==> src/rtl/wb_commit_if.sv <==
// Bundle of the commit unit's handshake and regfile write-port signals.
// master: the commit unit itself (accepts results, drives the regfile write port).
// slave : the surrounding pipeline (issue logic, ALU, LSU, regfile).
interface wb_commit_if #(
  parameter int XLEN = 32,
  parameter int NREG = 32,
  parameter int AW   = 5
);
  logic              issue_valid;
  logic [AW-1:0]     issue_rd;
  logic [NREG-1:0]   busy_mask;

  logic              alu_valid;
  logic              alu_ready;
  logic [AW-1:0]     alu_rd;
  logic [XLEN-1:0]   alu_data;

  logic              lsu_valid;
  logic              lsu_ready;
  logic [AW-1:0]     lsu_rd;
  logic [XLEN-1:0]   lsu_data;

  logic              RegWrite;
  logic [AW-1:0]     rd_addr;
  logic [XLEN-1:0]   write_data;

  modport master (
    input  issue_valid, issue_rd,
    input  alu_valid, alu_rd, alu_data,
    input  lsu_valid, lsu_rd, lsu_data,
    output busy_mask, alu_ready, lsu_ready,
    output RegWrite, rd_addr, write_data
  );

  modport slave (
    output issue_valid, issue_rd,
    output alu_valid, alu_rd, alu_data,
    output lsu_valid, lsu_rd, lsu_data,
    input  busy_mask, alu_ready, lsu_ready,
    input  RegWrite, rd_addr, write_data
  );
endinterface

==> src/rtl/wb_commit_unit.sv <==
// Write-back commit unit: accepts ALU/LSU results over valid/ready, grants at
// most one per cycle (round-robin on ties), presents the winning write on a
// registered regfile write port one cycle later, and keeps a busy scoreboard
// of registers with an outstanding producer.
module wb_commit_unit #(
  parameter int XLEN = 32,
  parameter int NREG = 32,
  parameter int AW   = 5
) (
  input  logic       clk,
  input  logic       rst,
  wb_commit_if.master bus
);

  typedef enum logic {
    GRANT_ALU = 1'b0,
    GRANT_LSU = 1'b1
  } grant_e;

  grant_e            last_grant_q, last_grant_d;
  logic              reg_write_q, reg_write_d;
  logic [AW-1:0]     rd_addr_q, rd_addr_d;
  logic [XLEN-1:0]   write_data_q, write_data_d;
  logic [NREG-1:0]   busy_q, busy_d;

  logic              grant_alu_s;
  logic              grant_lsu_s;
  logic              transfer_s;
  logic [AW-1:0]     sel_rd_s;
  logic [XLEN-1:0]   sel_data_s;

  // Arbiter: single requester wins outright; a tie goes to whichever source
  // did not win the last transfer. Nothing is granted while in reset.
  always_comb begin
    grant_alu_s = 1'b0;
    grant_lsu_s = 1'b0;
    if (!rst) begin
      case ({bus.alu_valid, bus.lsu_valid})
        2'b10:   grant_alu_s = 1'b1;
        2'b01:   grant_lsu_s = 1'b1;
        2'b11: begin
          if (last_grant_q == GRANT_ALU) begin
            grant_lsu_s = 1'b1;
          end else begin
            grant_alu_s = 1'b1;
          end
        end
        default: begin
          grant_alu_s = 1'b0;
          grant_lsu_s = 1'b0;
        end
      endcase
    end else begin
      grant_alu_s = 1'b0;
      grant_lsu_s = 1'b0;
    end
  end

  // Result mux and next values for the registered write port and arbiter history.
  always_comb begin
    transfer_s   = grant_alu_s | grant_lsu_s;
    sel_rd_s     = grant_lsu_s ? bus.lsu_rd   : bus.alu_rd;
    sel_data_s   = grant_lsu_s ? bus.lsu_data : bus.alu_data;
    // x0 results are consumed but never written.
    reg_write_d  = transfer_s && (sel_rd_s != {AW{1'b0}});
    if (transfer_s) begin
      rd_addr_d    = sel_rd_s;
      write_data_d = sel_data_s;
    end else begin
      rd_addr_d    = rd_addr_q;
      write_data_d = write_data_q;
    end
    if (grant_lsu_s) begin
      last_grant_d = GRANT_LSU;
    end else if (grant_alu_s) begin
      last_grant_d = GRANT_ALU;
    end else begin
      last_grant_d = last_grant_q;
    end
  end

  // Scoreboard next state: a commit clears its bit, a same-cycle issue to the
  // same register re-sets it (the newer producer is still outstanding).
  always_comb begin
    busy_d = busy_q;
    for (int i = 1; i < NREG; i++) begin
      if (bus.issue_valid && (bus.issue_rd == AW'(i))) begin
        busy_d[i] = 1'b1;
      end else if (reg_write_q && (rd_addr_q == AW'(i))) begin
        busy_d[i] = 1'b0;
      end else begin
        busy_d[i] = busy_q[i];
      end
    end
    busy_d[0] = 1'b0;
  end

  // State registers with synchronous reset; reset discards any accepted write.
  always_ff @(posedge clk) begin
    if (rst) begin
      last_grant_q <= GRANT_ALU;
      reg_write_q  <= 1'b0;
      rd_addr_q    <= {AW{1'b0}};
      write_data_q <= {XLEN{1'b0}};
      busy_q       <= {NREG{1'b0}};
    end else begin
      last_grant_q <= last_grant_d;
      reg_write_q  <= reg_write_d;
      rd_addr_q    <= rd_addr_d;
      write_data_q <= write_data_d;
      busy_q       <= busy_d;
    end
  end

  assign bus.alu_ready  = grant_alu_s;
  assign bus.lsu_ready  = grant_lsu_s;
  assign bus.RegWrite   = reg_write_q;
  assign bus.rd_addr    = rd_addr_q;
  assign bus.write_data = write_data_q;
  assign bus.busy_mask  = busy_q;

endmodule

==> src/flat_wrapper.sv <==
// flat-port wrapper written by rule: the top's interface ports become plain ports
module wb_commit_unit_flat 
#(
  parameter int XLEN = 32,
  parameter int NREG = 32,
  parameter int AW   = 5
)
  (clk, rst, bus_issue_valid, bus_issue_rd, bus_alu_valid, bus_alu_rd, bus_alu_data, bus_lsu_valid, bus_lsu_rd, bus_lsu_data, bus_busy_mask, bus_alu_ready, bus_lsu_ready, bus_RegWrite, bus_rd_addr, bus_write_data);
  wb_commit_if #(.XLEN(XLEN), .NREG(NREG), .AW(AW)) bus_i ();
  input  logic clk;
  input  logic rst;
  input wire logic [$bits(bus_i.issue_valid)-1:0] bus_issue_valid;
  input wire logic [$bits(bus_i.issue_rd)-1:0] bus_issue_rd;
  input wire logic [$bits(bus_i.alu_valid)-1:0] bus_alu_valid;
  input wire logic [$bits(bus_i.alu_rd)-1:0] bus_alu_rd;
  input wire logic [$bits(bus_i.alu_data)-1:0] bus_alu_data;
  input wire logic [$bits(bus_i.lsu_valid)-1:0] bus_lsu_valid;
  input wire logic [$bits(bus_i.lsu_rd)-1:0] bus_lsu_rd;
  input wire logic [$bits(bus_i.lsu_data)-1:0] bus_lsu_data;
  output wire logic [$bits(bus_i.busy_mask)-1:0] bus_busy_mask;
  output wire logic [$bits(bus_i.alu_ready)-1:0] bus_alu_ready;
  output wire logic [$bits(bus_i.lsu_ready)-1:0] bus_lsu_ready;
  output wire logic [$bits(bus_i.RegWrite)-1:0] bus_RegWrite;
  output wire logic [$bits(bus_i.rd_addr)-1:0] bus_rd_addr;
  output wire logic [$bits(bus_i.write_data)-1:0] bus_write_data;
  assign bus_i.issue_valid = bus_issue_valid;
  assign bus_i.issue_rd = bus_issue_rd;
  assign bus_i.alu_valid = bus_alu_valid;
  assign bus_i.alu_rd = bus_alu_rd;
  assign bus_i.alu_data = bus_alu_data;
  assign bus_i.lsu_valid = bus_lsu_valid;
  assign bus_i.lsu_rd = bus_lsu_rd;
  assign bus_i.lsu_data = bus_lsu_data;
  assign bus_busy_mask = bus_i.busy_mask;
  assign bus_alu_ready = bus_i.alu_ready;
  assign bus_lsu_ready = bus_i.lsu_ready;
  assign bus_RegWrite = bus_i.RegWrite;
  assign bus_rd_addr = bus_i.rd_addr;
  assign bus_write_data = bus_i.write_data;
  wb_commit_unit #(.XLEN(XLEN), .NREG(NREG), .AW(AW)) u_core (.clk(clk), .rst(rst), .bus(bus_i));
endmodule
==> config.mk <==
export PLATFORM = sky130hd
export DESIGN_NAME = wb_commit_unit_flat
export DESIGN_NICKNAME = d
export VERILOG_FILES = /design/src/rtl/wb_commit_if.sv /design/src/rtl/wb_commit_unit.sv /design/src/flat_wrapper.sv
export SDC_FILE = /design/constraint.sdc
export NUM_CORES = 1
export LEC_CHECK = 0
export BUFFER_PORTS_ARGS = -buffer_cell sky130_fd_sc_hd__buf_2
export CORE_MARGIN = 2
export CORE_UTILIZATION = 47
export DETAILED_ROUTE_END_ITERATION = 7
export PLACE_DENSITY = 0.8
export SLEW_MARGIN = 20
export SYNTH_ARGS = -nofsm -noshare
export SYNTH_HDL_FRONTEND = slang
export SYNTH_SLANG_ARGS = --single-unit
==> constraint.sdc <==
create_clock -name clk -period 1.5 [get_ports clk]
set_clock_uncertainty 0.1 [all_clocks]
set_input_delay 0.3 -clock clk [delete_from_list [all_inputs] [get_ports clk]]
set_output_delay 0.3 -clock clk [all_outputs]
set_load 0.05 [all_outputs]
After elaboration in Yosys (flattened, before gate mapping)
Cells that the tools add are included.

Register bits after elaboration: 71. Input bits: 84. Output and inout bits: 72.

Equal/unequal tests: 65. Mux-type cells: 72. Bitwise gates (word level): 1. Reductions and logical operators: 96.

Operators by type and width (number): equality test 5 bit (second input constant) (32); equality test 5 x 4 -> 1 bit (second input constant) (16); 2-to-1 mux 1 bit (68); nonzero test 2 bit (32); logical AND 1 bit (63); equality test 5 x 3 -> 1 bit (second input constant) (8); 2-to-1 mux 32 bit (1); equality test 5 x 2 -> 1 bit (second input constant) (4); equality test 5 x 1 -> 1 bit (second input constant) (2); 2-to-1 mux 5 bit (1); nonzero test 5 bit (1); equality test 2 bit (second input constant) (2); one-hot mux 1 bit (2 select lines) (2); equality test 2 x 1 -> 1 bit (second input constant) (1); OR 1 bit (1).

Logic depth before layout (Yosys ltp)
Gate-level depths: netlist of the first run.

Word-level depth: 6. Mapped depth: 5. Gate-level depth less buffers: 4.

Worst setup path before layout of the first run
Ideal clock, no wire load.

Kind: register to output. Start point: register u_core.last_grant_q. End point: output port bus_alu_ready. Arrival time: 1.901 ns. Required time: 1.100 ns. Setup slack: -0.801 ns. Cell stages (with the launch flop): 6. Buffers on the path: 1. Cells stage by stage: dfxtp_1 -> buf_2 -> a21oi_4 -> nand2_2 -> inv_2 -> nor3_1.

Cells in the longest elaborated chain, start to end: 3.

RTL lines: start: declaration (line wb_commit_unit.sv:20) `grant_e last_grant_q, last_grant_d;`; start signal: assignment (line wb_commit_unit.sv:107) `last_grant_q <= last_grant_d;`; 2-to-1 mux 1 bit (line wb_commit_unit.sv:42) `if (last_grant_q == GRANT_ALU) begin`; one-hot mux 1 bit (2 select lines) (line wb_commit_unit.sv:38) `case ({bus.alu_valid, bus.lsu_valid})`; 2-to-1 mux 1 bit (line wb_commit_unit.sv:37) `if (!rst) begin`; end: declaration (line flat_wrapper.sv:21) `output wire logic [$bits(bus_i.alu_ready)-1:0] bus_alu_ready;`.

No other way between the ends.

Worst setup path in the final report of the first run
Same ends and word-level chain as after synthesis.

==> qor.txt, run 1 <==
Critical Path Slowest Stage Cell: dfxtp_2
Initial Util: 48.0%
WP buf/inv: 2
Rows: 31
Clk pwr share: 29.7%
Async SR Flop Fraction: 0%
clk sink count: 70
outcome: complete, but fails checks
Hold Path Stages: 2
post-route clock period utilization: 104%
Synth Net Count: 502
register bit total from synthesis: 70
mapped cell area: 3450 µm²
share of the synthesized area in the top cell type: 40.7%
initial antenna violation count: 1
r2r setup slk: 50 ps
Cells after DPL: 666
Post-Synth Simple-Gate Area: 29.0%
post-synthesis mux area share: 0%
die area: 8030 µm²
Mapped Cells: 418
DRT Pass-1 Iters: 4
DR WL/cell: 15.0 µm
reg2reg start: u_core.last_grant_q$_SDFFE_PP0P_
Num CTS Buffers: 9
GR Util All Layers: 24.4%
Final #Nets: 663
count of cell types in the netlist: 36
Reg2Reg Depth: 5
min Tclk post-route: 1560 ps
Final HPWL DP: 7.34 mm
Residual DRC: 0
Switching Share: 34.1%
number of global-route vias before repair: 3434
I/O Buffers: 154
Max Fclk: 0.641 GHz
detail-routed via count per cell: 5.41
Synth Area in Compound Gates: 26.4%
Sw Pwr: 0.00155 W
Yosys top cell by area: dfxtp_1
failing checks: negative setup slack
Worst Setup Slack, final: -59.6 ps
Final Setup Violations: 2
Gate power share: 25.9%
Adder-Cell Fraction of Synth Area: 0%
Slew Viols, Final: 0
I/O pin count: 156
number of fill cells in the layout: 608
max incr delay on CP: 350 ps
register share of total power: 44.4%
crit path max fanout: 3
WP data required: 1100 ps
Post-Route WL: 10.3 mm
die height: 89.6 µm
r2r endpoint: u_core.bus.write_data[8]$_SDFFE_PP0P_
post-synthesis sequential area ratio: 40.7%
ranking of synthesized cells by area: dfxtp_1 41%, nor2b_1 12%, o221a_1 10%, nor2_1 8.1%, o21ai_1 4.9%
CP delay by family, top: flip-flops
clock latency on the worst-skew pair: 330 ps
Post-synth EDFFs: 0
Syn Area/Cell: 8.24 µm²
area growth from synthesis to layout: 34.1%
Crit Path Category: flip-flop to output pin
WHS Endpoint: u_core.bus.write_data[23]$_SDFFE_PP0P_
clock buffer depth: 2
hold_sp: bus_lsu_data[23]
MaxCap Viol Count: 0
cell with the most instances after synthesis: nor2_1
initial drt markers: 190
YS warnings: 0
Worst-path clk slew: 80 ps
via count: 3702
Core Util, Final: 64.4%
Leakage: 2.05 nW
Finished Layout Cells: 684
largest family of logic cells by synthesized area: simple AND/OR/NAND/NOR gates
fraction of layout cells with a size suffix above 1: 34.9%
total grt overflow: 0
pwr dens: 983 nW/µm²
Synth Area in XOR/XNOR: 0%
Antenna Nets Post-Route: 0
Clock Tree Root: clkbuf_8
core area: 7180 µm²
CTS tree: done
Critical Path AT: 1160 ps
die width: 89.6 µm
Max H-tree Level: 3
Startpoint Class: flip-flop
pin count of the biggest net entering global routing: 32
Max rail drop VDD: 0.712 mV
Setup WS pre-CTS: -50.4 ps
commonest cells in the netlist: 74 x nor2_1, 70 x dfxtp_1, 64 x nor2b_1, 34 x o21ai_1
Internal: 0.00299 W
crit-path cells: a21oi_4 -> nand2_4 -> inv_6 -> nor3_4 -> buf_6
hold buffer count at cts: 0
Fin. Hold Viols: 0
CP Capture Type: output pin
Routability Congestion: 0.861
Main synth FF type: dfxtp_1
first-pass GRT wire length: 15.6 mm
Min-Delay Path Class: primary input to flip-flop
RSZ-0062 raised after global routing: true
==> state kept, by name, indices dropped and copies added, names as in the netlist <==
| name | flops |
|---|---|
| u_core.bus.write_data | 32 |
| u_core.bus.RegWrite | 1 |
| u_core.bus.rd_addr | 5 |
| u_core.bus.busy_mask | 31 |
| u_core.last_grant_q | 1 |
==> per-layer routing <==
layer | GRT usage (%) | up-vias | part of all wire (%)
li1 | - | 1825 | -
met1 | 31.0 | 1720 | 43
met2 | 40.6 | 138 | 49
met3 | 4.94 | 19 | 6.0
met4 | 9.91 | 0 | 2.0
met5 | 0 | - | 0
==> worst max-delay path by stage <==
stage | from | slack, ps | cells after the start | to
3_3_place_gp | bus_alu_valid | -8 | 5 | bus_alu_ready
2_1_floorplan | u_core.last_grant_q$_SDFFE_PP0P_ | 0.07 | 5 | bus_alu_ready
5_1_grt | u_core.last_grant_q$_SDFFE_PP0P_ | -110 | 5 | bus_alu_ready
4_1_cts | u_core.last_grant_q$_SDFFE_PP0P_ | -70 | 5 | bus_alu_ready
3_5_place_dp | bus_alu_valid | -50 | 5 | u_core.bus.write_data[7]$_SDFFE_PP0P_
6_report | u_core.last_grant_q$_SDFFE_PP0P_ | -60 | 5 | bus_alu_ready
==> stage by stage <==
step / hold slack, ps / power (W) / area, µm² / setup TNS (ps)
floorplan: 356 / 0.00285 / 3480 / 0
global placement: 433 / 0.00319 / 4420 / -10.7
detailed placement: 437 / 0.00322 / 4420 / -370
CTS: 126 / 0.00455 / 4610 / -133
global route: 125 / 0.00474 / 4620 / -213
finish: 134 / 0.00454 / 4620 / -112
==> repair_timing <==
action	CTS	global route
setup buffers	1	0
endpoints found under the setup margin	2	6
gates resized for setup	4	6
pin swaps	1	0
==> area by class of cell <==
cell class | instances | area [µm²] | area share, %
Multi-Input combinational cell | 319 | 1930 | 41.7
Antenna cell | 1 | 2.50 | 0.0541
Sequential cell | 70 | 1410 | 30.5
Clock buffer | 12 | 145 | 3.14
Timing Repair Buffer | 178 | 982 | 21.3
Tap cell | 99 | 124 | 2.68
Inverter | 1 | 8.76 | 0.189
Clock inverter | 4 | 22.5 | 0.487
==> cell usage in the layout, fill, tap and decap left out, drive strengths merged, types with 4 or more instances in the layout <==
master / instances
dfxtp: 70
a211oi: 5
nand2: 5
nand4b: 5
buf: 176
o221a: 32
a21oi: 33
nor2b: 64
nand3b: 4
o21ai: 62
clkbuf: 14
nor4: 5
nor2: 75
nor3b: 5
==> kinds of logic (layout without fill, tap and decap cells) <==
| logic type | Yosys count | after routing |
|---|---|---|
| flip-flops | 70 | 70 |
| buffers and inverters | 29 | 195 |
| AND/OR/NAND/NOR | 183 | 183 |
| other | 1 | 2 |
| AO/OA/AOI/OAI | 135 | 135 |
==> power groups by stage <==
stage	sequential (W)	combinational, W	clock [W]
final	0.00202	0.00118	0.00135
after global routing	0.00203	0.00126	0.00145
after CTS	0.00202	0.00117	0.00137
after detailed placement	0.00206	0.00116	0
after global placement	0.00206	0.00113	0
after floorplan	0.00242	0.000421	0
(Power assumes the default switching activity.)
==> run 2: changes to the inputs <==
--- a/config.mk
+++ b/config.mk
@@ -9,7 +9,7 @@
 export CORE_MARGIN = 2
 export CORE_UTILIZATION = 47
 export DETAILED_ROUTE_END_ITERATION = 7
-export PLACE_DENSITY = 0.8
+export PLACE_DENSITY = 0.87
 export SLEW_MARGIN = 20
 export SYNTH_ARGS = -nofsm -noshare
 export SYNTH_HDL_FRONTEND = slang
==> run 2 against run 1 <==
The run still ends with negative setup slack left. Non-clock buffer count down 2. Routed wire length grew 0.91%. Clock power grew 15%. Core utilization rose by 0.35 points. Worst setup slack got worse by 28 ps. Critical path type unchanged. Largest cell class unchanged.
==> qor.txt, run 2 (same netlist as run 1, synthesis figures left out) <==
outcome: complete, but fails checks
failing checks: negative setup slack
CTS tree: done
initial drt markers: 228 (+20%)
worst hold margin: 133 ps (-1.49 ps)
Worst Setup Slack, final: -88.0 ps (-28.3 ps)
Residual DRC: 0 (unchanged)
routed wl met2: 5.17 mm (+2.1%)
initial antenna violation count: 0 (-1)
CP Capture Type: output pin
clock latency on the worst-skew pair: 330 ps (about the same)
max incr delay on CP: 350 ps (about the same)
Fin. Hold Viols: 0 (unchanged)
core area: 7180 µm² (unchanged)
WP buf/inv: 2 (unchanged)
Startpoint Class: flip-flop
Initial Util: 48.0% (unchanged)
Core Util, Final: 64.8% (+0.35 points)
register share of total power: 42.6% (-1.8 points)
I/O pin count: 156 (unchanged)
Crit Path Category: flip-flop to output pin
area growth from synthesis to layout: 34.9%
Post-Route WL: 10.3 mm (+0.91%)
DR WL/cell: 15.2 µm (+1.4%)
first-pass GRT wire length: 15.1 mm (-2.9%)
Clock Tree Root: clkbuf_8
max FFs per register: 32 (unchanged)
Min-Delay Path Class: primary input to flip-flop
detail-routed via count per cell: 5.54 (+2.4%)
Switching Share: 32.3% (-1.8 points)
Ant. Diodes: 0 (-1)
commonest non-fill, non-tap cell in the layout: buf_2
CP delay by family, top: flip-flops
DRT Pass-1 Iters: 6 (+2)
Final HPWL DP: 7.40 mm (+0.85%)
Sw Pwr: 0.00153 W (-1.1%)
number of fill cells in the layout: 620 (+2.0%)
I/O Buffers: 154 (unchanged)
Final #Nets: 661 (-0.30%)
Rows: 31 (unchanged)
Gate power share: 24.8% (-1.1 points)
most frequent cells in the layout: 149 x buf_2, 74 x nor2_1, 65 x dfxtp_1
min Tclk post-route: 1590 ps (+28.3 ps)
Routability Congestion: 0.868 (+0.87%)
crit path max fanout: 3 (unchanged)
via count: 3775 (+2.0%)
pwr dens: 1020 nW/µm² (+3.9%)
Num CTS Buffers: 9 (unchanged)
Internal: 0.00321 W (+7.3%)
RSZ-0062 raised after global routing: true
wire length on met1: 4.24 mm (-3.1%)
Critical Path Slowest Stage Cell: dfxtp_2
fraction of layout cells with a size suffix above 1: 34.7% (-0.22 points)
Clk pwr share: 32.6% (+2.9 points)
Final Setup Violations: 2 (unchanged)
Max H-tree Level: 3 (unchanged)
clock buffer depth: 2 (unchanged)
post-route clock period utilization: 106% (+1.9 points)
hold buffer count at cts: 0 (unchanged)
WP data required: 1100 ps (about the same)
clk sink count: 70 (unchanged)
Slew Viols, Final: 0 (unchanged)
Max Fclk: 0.630 GHz (-1.8%)
Critical Path AT: 1190 ps (+30 ps)
met3 wire length: 697 µm (+14%)
total grt overflow: 0 (unchanged)
Antenna Nets Post-Route: 0 (unchanged)
die area: 8030 µm² (unchanged)
pin count of the biggest net entering global routing: 41 (+28%)
GR Util All Layers: 23.8% (-0.64 points)
Max rail drop VDD: 0.591 mV (-17%)
crit-path cells: a21oi_4 -> nand2_4 -> inv_6 -> nor3_4 -> buf_6
number of global-route vias before repair: 3261 (-5.0%)
Highest Signal Layer: met4
die width: 89.6 µm (unchanged)
MaxCap Viol Count: 0 (unchanged)
Worst-path clk slew: 80 ps (about the same)
Leakage: 2.05 nW (+0.34%)
die height: 89.6 µm (unchanged)
[run 2: through the flow]
| stage | power [W] | std cells | TNS, ps | setup WS, ps | area (µm²) |
|---|---|---|---|---|---|
| 6_report | 0.00475 | 681 | -120 | -88.0 | 4650 |
| 5_1_grt | 0.00496 | 681 | -196 | -134 | 4650 |
| 4_1_cts | 0.00475 | 680 | -123 | -78.2 | 4620 |
| 3_5_place_dp | 0.00321 | 663 | -810 | -68.8 | 4400 |
| 3_3_place_gp | 0.00318 | 663 | 0 | 2.38 | 4400 |
| 2_1_floorplan | 0.00285 | 418 | 0 | 0.0679 | 3480 |
[run 2: power by group through the flow]
stage / logic (W) / clock network, W / registers, W
4_1_cts: 0.00116 / 0.00157 / 0.00202
6_report: 0.00118 / 0.00155 / 0.00202
3_3_place_gp: 0.00112 / 0 / 0.00206
3_5_place_dp: 0.00115 / 0 / 0.00206
5_1_grt: 0.00126 / 0.00166 / 0.00203
2_1_floorplan: 0.000421 / 0 / 0.00242
[run 2: final timing paths]
path	startpoint	endpoint	slack (ps)	depth (start not counted)
max reg2reg	u_core.last_grant_q$_SDFFE_PP0P_	u_core.bus.write_data[13]$_SDFFE_PP0P_	110	5
min	bus_lsu_data[24]	u_core.bus.write_data[24]$_SDFFE_PP0P_	130	2
min reg2reg	u_core.bus.rd_addr[0]$_SDFFE_PP0P_	u_core.bus.rd_addr[0]$_SDFFE_PP0P_	470	2
max	u_core.last_grant_q$_SDFFE_PP0P_	bus_alu_ready	-90	5
[run 2: final cells by class]
class,count,area [µm²],area share (%)
multi-input combinational,319,1930,41.5
sequential,70,1410,30.3
timing repair buffer,176,976,21.0
clock buffer,13,159,3.42
tap,99,124,2.67
clock inverter,3,42.5,0.915
inverter,1,8.76,0.188
[run 2: per-layer routing]
| layer | track usage, % | vias up |
|---|---|---|
| met4 | 10.3 | 0 |
| met1 | 31.4 | 1776 |
| li1 | - | 1818 |
| met2 | 38.8 | 158 |
| met5 | 0 | - |
| met3 | 3.47 | 23 |
[run 2: timing repair]
item	in CTS	in global routing
setup buffers	1	1
setup endpoints to repair	2	5
resized for setup	5	5
==> run 3: changes to the inputs <==
--- a/config.mk
+++ b/config.mk
@@ -7,9 +7,10 @@
 export LEC_CHECK = 0
 export BUFFER_PORTS_ARGS = -buffer_cell sky130_fd_sc_hd__buf_2
 export CORE_MARGIN = 2
-export CORE_UTILIZATION = 47
+export CORE_UTILIZATION = 40
+export CTS_BUF_LIST = sky130_fd_sc_hd__clkbuf_4 sky130_fd_sc_hd__clkbuf_8 sky130_fd_sc_hd__clkbuf_16
 export DETAILED_ROUTE_END_ITERATION = 7
-export PLACE_DENSITY = 0.87
+export PLACE_DENSITY = 0.77
 export SLEW_MARGIN = 20
 export SYNTH_ARGS = -nofsm -noshare
 export SYNTH_HDL_FRONTEND = slang
==> run 3 against run 2 <==
The run still ends with negative setup slack left. Non-clock buffer count is 3 lower. Global-route usage is 2.6 points lower. Worst setup slack worse by 31 ps. Final cell count is 0.29% higher. Hold slack better by 2.3 ps. Largest cell class unchanged. Largest power group unchanged.
==> qor.txt, run 3 (same netlist as run 1, synthesis figures left out) <==
Worst Setup EP: bus_alu_ready
Post-Route WL: 10.4 mm (+0.68%)
r2r endpoint: u_core.bus.rd_addr[4]$_SDFFE_PP0P_
Ant. Diodes: 0 (unchanged)
failing checks: negative setup slack
pwr dens: 1060 nW/µm² (+3.5%)
Startpoint Class: flip-flop
Slew Viols, Final: 0 (unchanged)
die width: 96.8 µm (+8.0%)
max FFs per register: 32 (unchanged)
Final HPWL DP: 7.56 mm (+2.2%)
GR Util All Layers: 21.2% (-2.6 points)
post-route clock period utilization: 108% (+2.0 points)
RSZ-0062 raised after global routing: true
clock buffer depth: 2 (unchanged)
I/O pin count: 156 (unchanged)
Rows: 33 (+6.5%)
WP data required: 1100 ps (about the same)
Routability Congestion: 0.855 (-1.5%)
die area: 9370 µm² (+17%)
critical path depth: 5 (unchanged)
most frequent cells in the layout: 147 x buf_2, 74 x nor2_1, 65 x dfxtp_1
Min-Delay Path Class: primary input to flip-flop
Crit. Startpoint: u_core.last_grant_q$_SDFFE_PP0P_
WP buf/inv: 2 (unchanged)
initial antenna violation count: 0 (unchanged)
total grt overflow: 0 (unchanged)
core area: 8300 µm² (+16%)
Final #Nets: 658 (-0.45%)
Worst Setup Slack, final: -119 ps (-30.7 ps)
Leakage: 2.05 nW (-0.16%)
Final Setup Violations: 2 (unchanged)
Power, Total: 0.00491 W (+3.5%)
Crit Path Category: flip-flop to output pin
clock latency on the worst-skew pair: 330 ps (about the same)
fraction of layout cells with a size suffix above 1: 34.6% (-0.11 points)
Max rail drop VDD: 0.665 mV (+12%)
CP delay by family, top: flip-flops
DRT Pass-1 Iters: 5 (-1)
Post-DP Area: 4400 µm² (unchanged)
first-pass GRT wire length: 16.7 mm (+11%)
initial drt markers: 95 (-58%)
crit path max fanout: 3 (unchanged)
Clock Tree Root: clkbuf_8
min Tclk post-route: 1620 ps (+30.7 ps)
Critical Path AT: 1220 ps (+30 ps)
clk sink count: 70 (unchanged)
Residual DRC: 0 (unchanged)
I/O Buffers: 154 (unchanged)
crit-path cells: a21oi_4 -> nand2_4 -> inv_6 -> nor3_4 -> buf_6
hold_sp: bus_lsu_data[8]
die height: 96.8 µm (+8.0%)
reg2reg start: u_core.last_grant_q$_SDFFE_PP0P_
post-layout instance area: 4650 µm² (about the same)
DR WL/cell: 15.2 µm (+0.38%)
outcome: complete, but fails checks
number of global-route vias before repair: 3559 (+9.1%)
via count: 3671 (-2.8%)
detail-routed via count per cell: 5.37 (-3.0%)
Initial Util: 41.5% (-6.5 points)
postcts setup bufs: 0 (-1)
CP Capture Type: output pin
max incr delay on CP: 350 ps (about the same)
Antenna Nets Post-Route: 0 (unchanged)
Max Fclk: 0.618 GHz (-1.9%)
CTS tree: done
area growth from synthesis to layout: 34.8% (about the same)
Reg2Reg Depth: 4 (-1)
MaxCap Viol Count: 0 (unchanged)
Worst-path clk slew: 80 ps (about the same)
commonest non-fill, non-tap cell in the layout: buf_2
Num CTS Buffers: 9 (unchanged)
r2r setup slk: 150 ps (+40 ps)
pin count of the biggest net entering global routing: 33 (-20%)
Critical Path Slowest Stage Cell: dfxtp_2
Max H-tree Level: 3 (unchanged)
Fin. Hold Viols: 0 (unchanged)
## run 3: changes by cell type in the layout (fill, tap and decap cells not counted), sizes merged
cell	change
bufinv	+1
clkinvlp	-1
buf	-4
## run 3: routing by layer
layer / wire [µm] / vias up / track usage, %
met5: 0 / - / 0
met4: 267 / 0 / 8.13
met1: 4510 / 1705 / 26.6
li1: - / 1811 / -
met2: 5110 / 129 / 35.6
met3: 524 / 26 / 4.41
## run 3: how the worst min path moves through the flow
stage / slack, ps / cells after the start / endpoint
floorplan: 360 / 2 / u_core.bus.RegWrite$_SDFF_PP0_
global placement: 440 / 2 / u_core.bus.rd_addr[0]$_SDFFE_PP0P_
detailed placement: 440 / 2 / u_core.bus.rd_addr[1]$_SDFFE_PP0P_
CTS: 120 / 2 / u_core.bus.write_data[8]$_SDFFE_PP0P_
global route: 120 / 2 / u_core.bus.write_data[20]$_SDFFE_PP0P_
finish: 140 / 2 / u_core.bus.write_data[8]$_SDFFE_PP0P_
## run 3: timing repair
action,in CTS,in global routing
hold buffers,0,0
setup endpoints to repair,2,7
resized for setup,4,6
pin swaps,0,0
## run 3: layout make-up
cell class / instances / area [µm²]
tap: 105 / 131
sequential: 70 / 1410
timing repair buffer: 173 / 947
clock buffer: 12 / 153
fill: 780 / 3650
inverter: 1 / 8.76
clock inverter: 3 / 68.8
multi-input combinational: 319 / 1930
## run 3: where the power goes
part | switching (W) | leakage [nW] | total (W) | internal (W)
Sequential | 0.0000556 | 0.578 | 0.00202 | 0.00196
Combinational | 0.000785 | 1.36 | 0.00117 | 0.000380
Clock | 0.000710 | 0.113 | 0.00172 | 0.00101
Total | 0.00155 | 2.05 | 0.00491 | 0.00336
## run 3: through the flow
stage | std cells | utilization [%] | TNS, ps | hold slack, ps | worst slack, ps
2_1_floorplan | 418 | - | 0 | 356 | 0.0679
3_3_place_gp | 668 | 53.0 | -5.05 | 439 | -5.05
3_5_place_dp | 668 | 53.0 | -81.7 | 439 | -29.7
4_1_cts | 683 | 55.8 | -231 | 119 | -137
5_1_grt | 683 | 56.0 | -289 | 118 | -167
6_report | 683 | 56.0 | -194 | 135 | -119
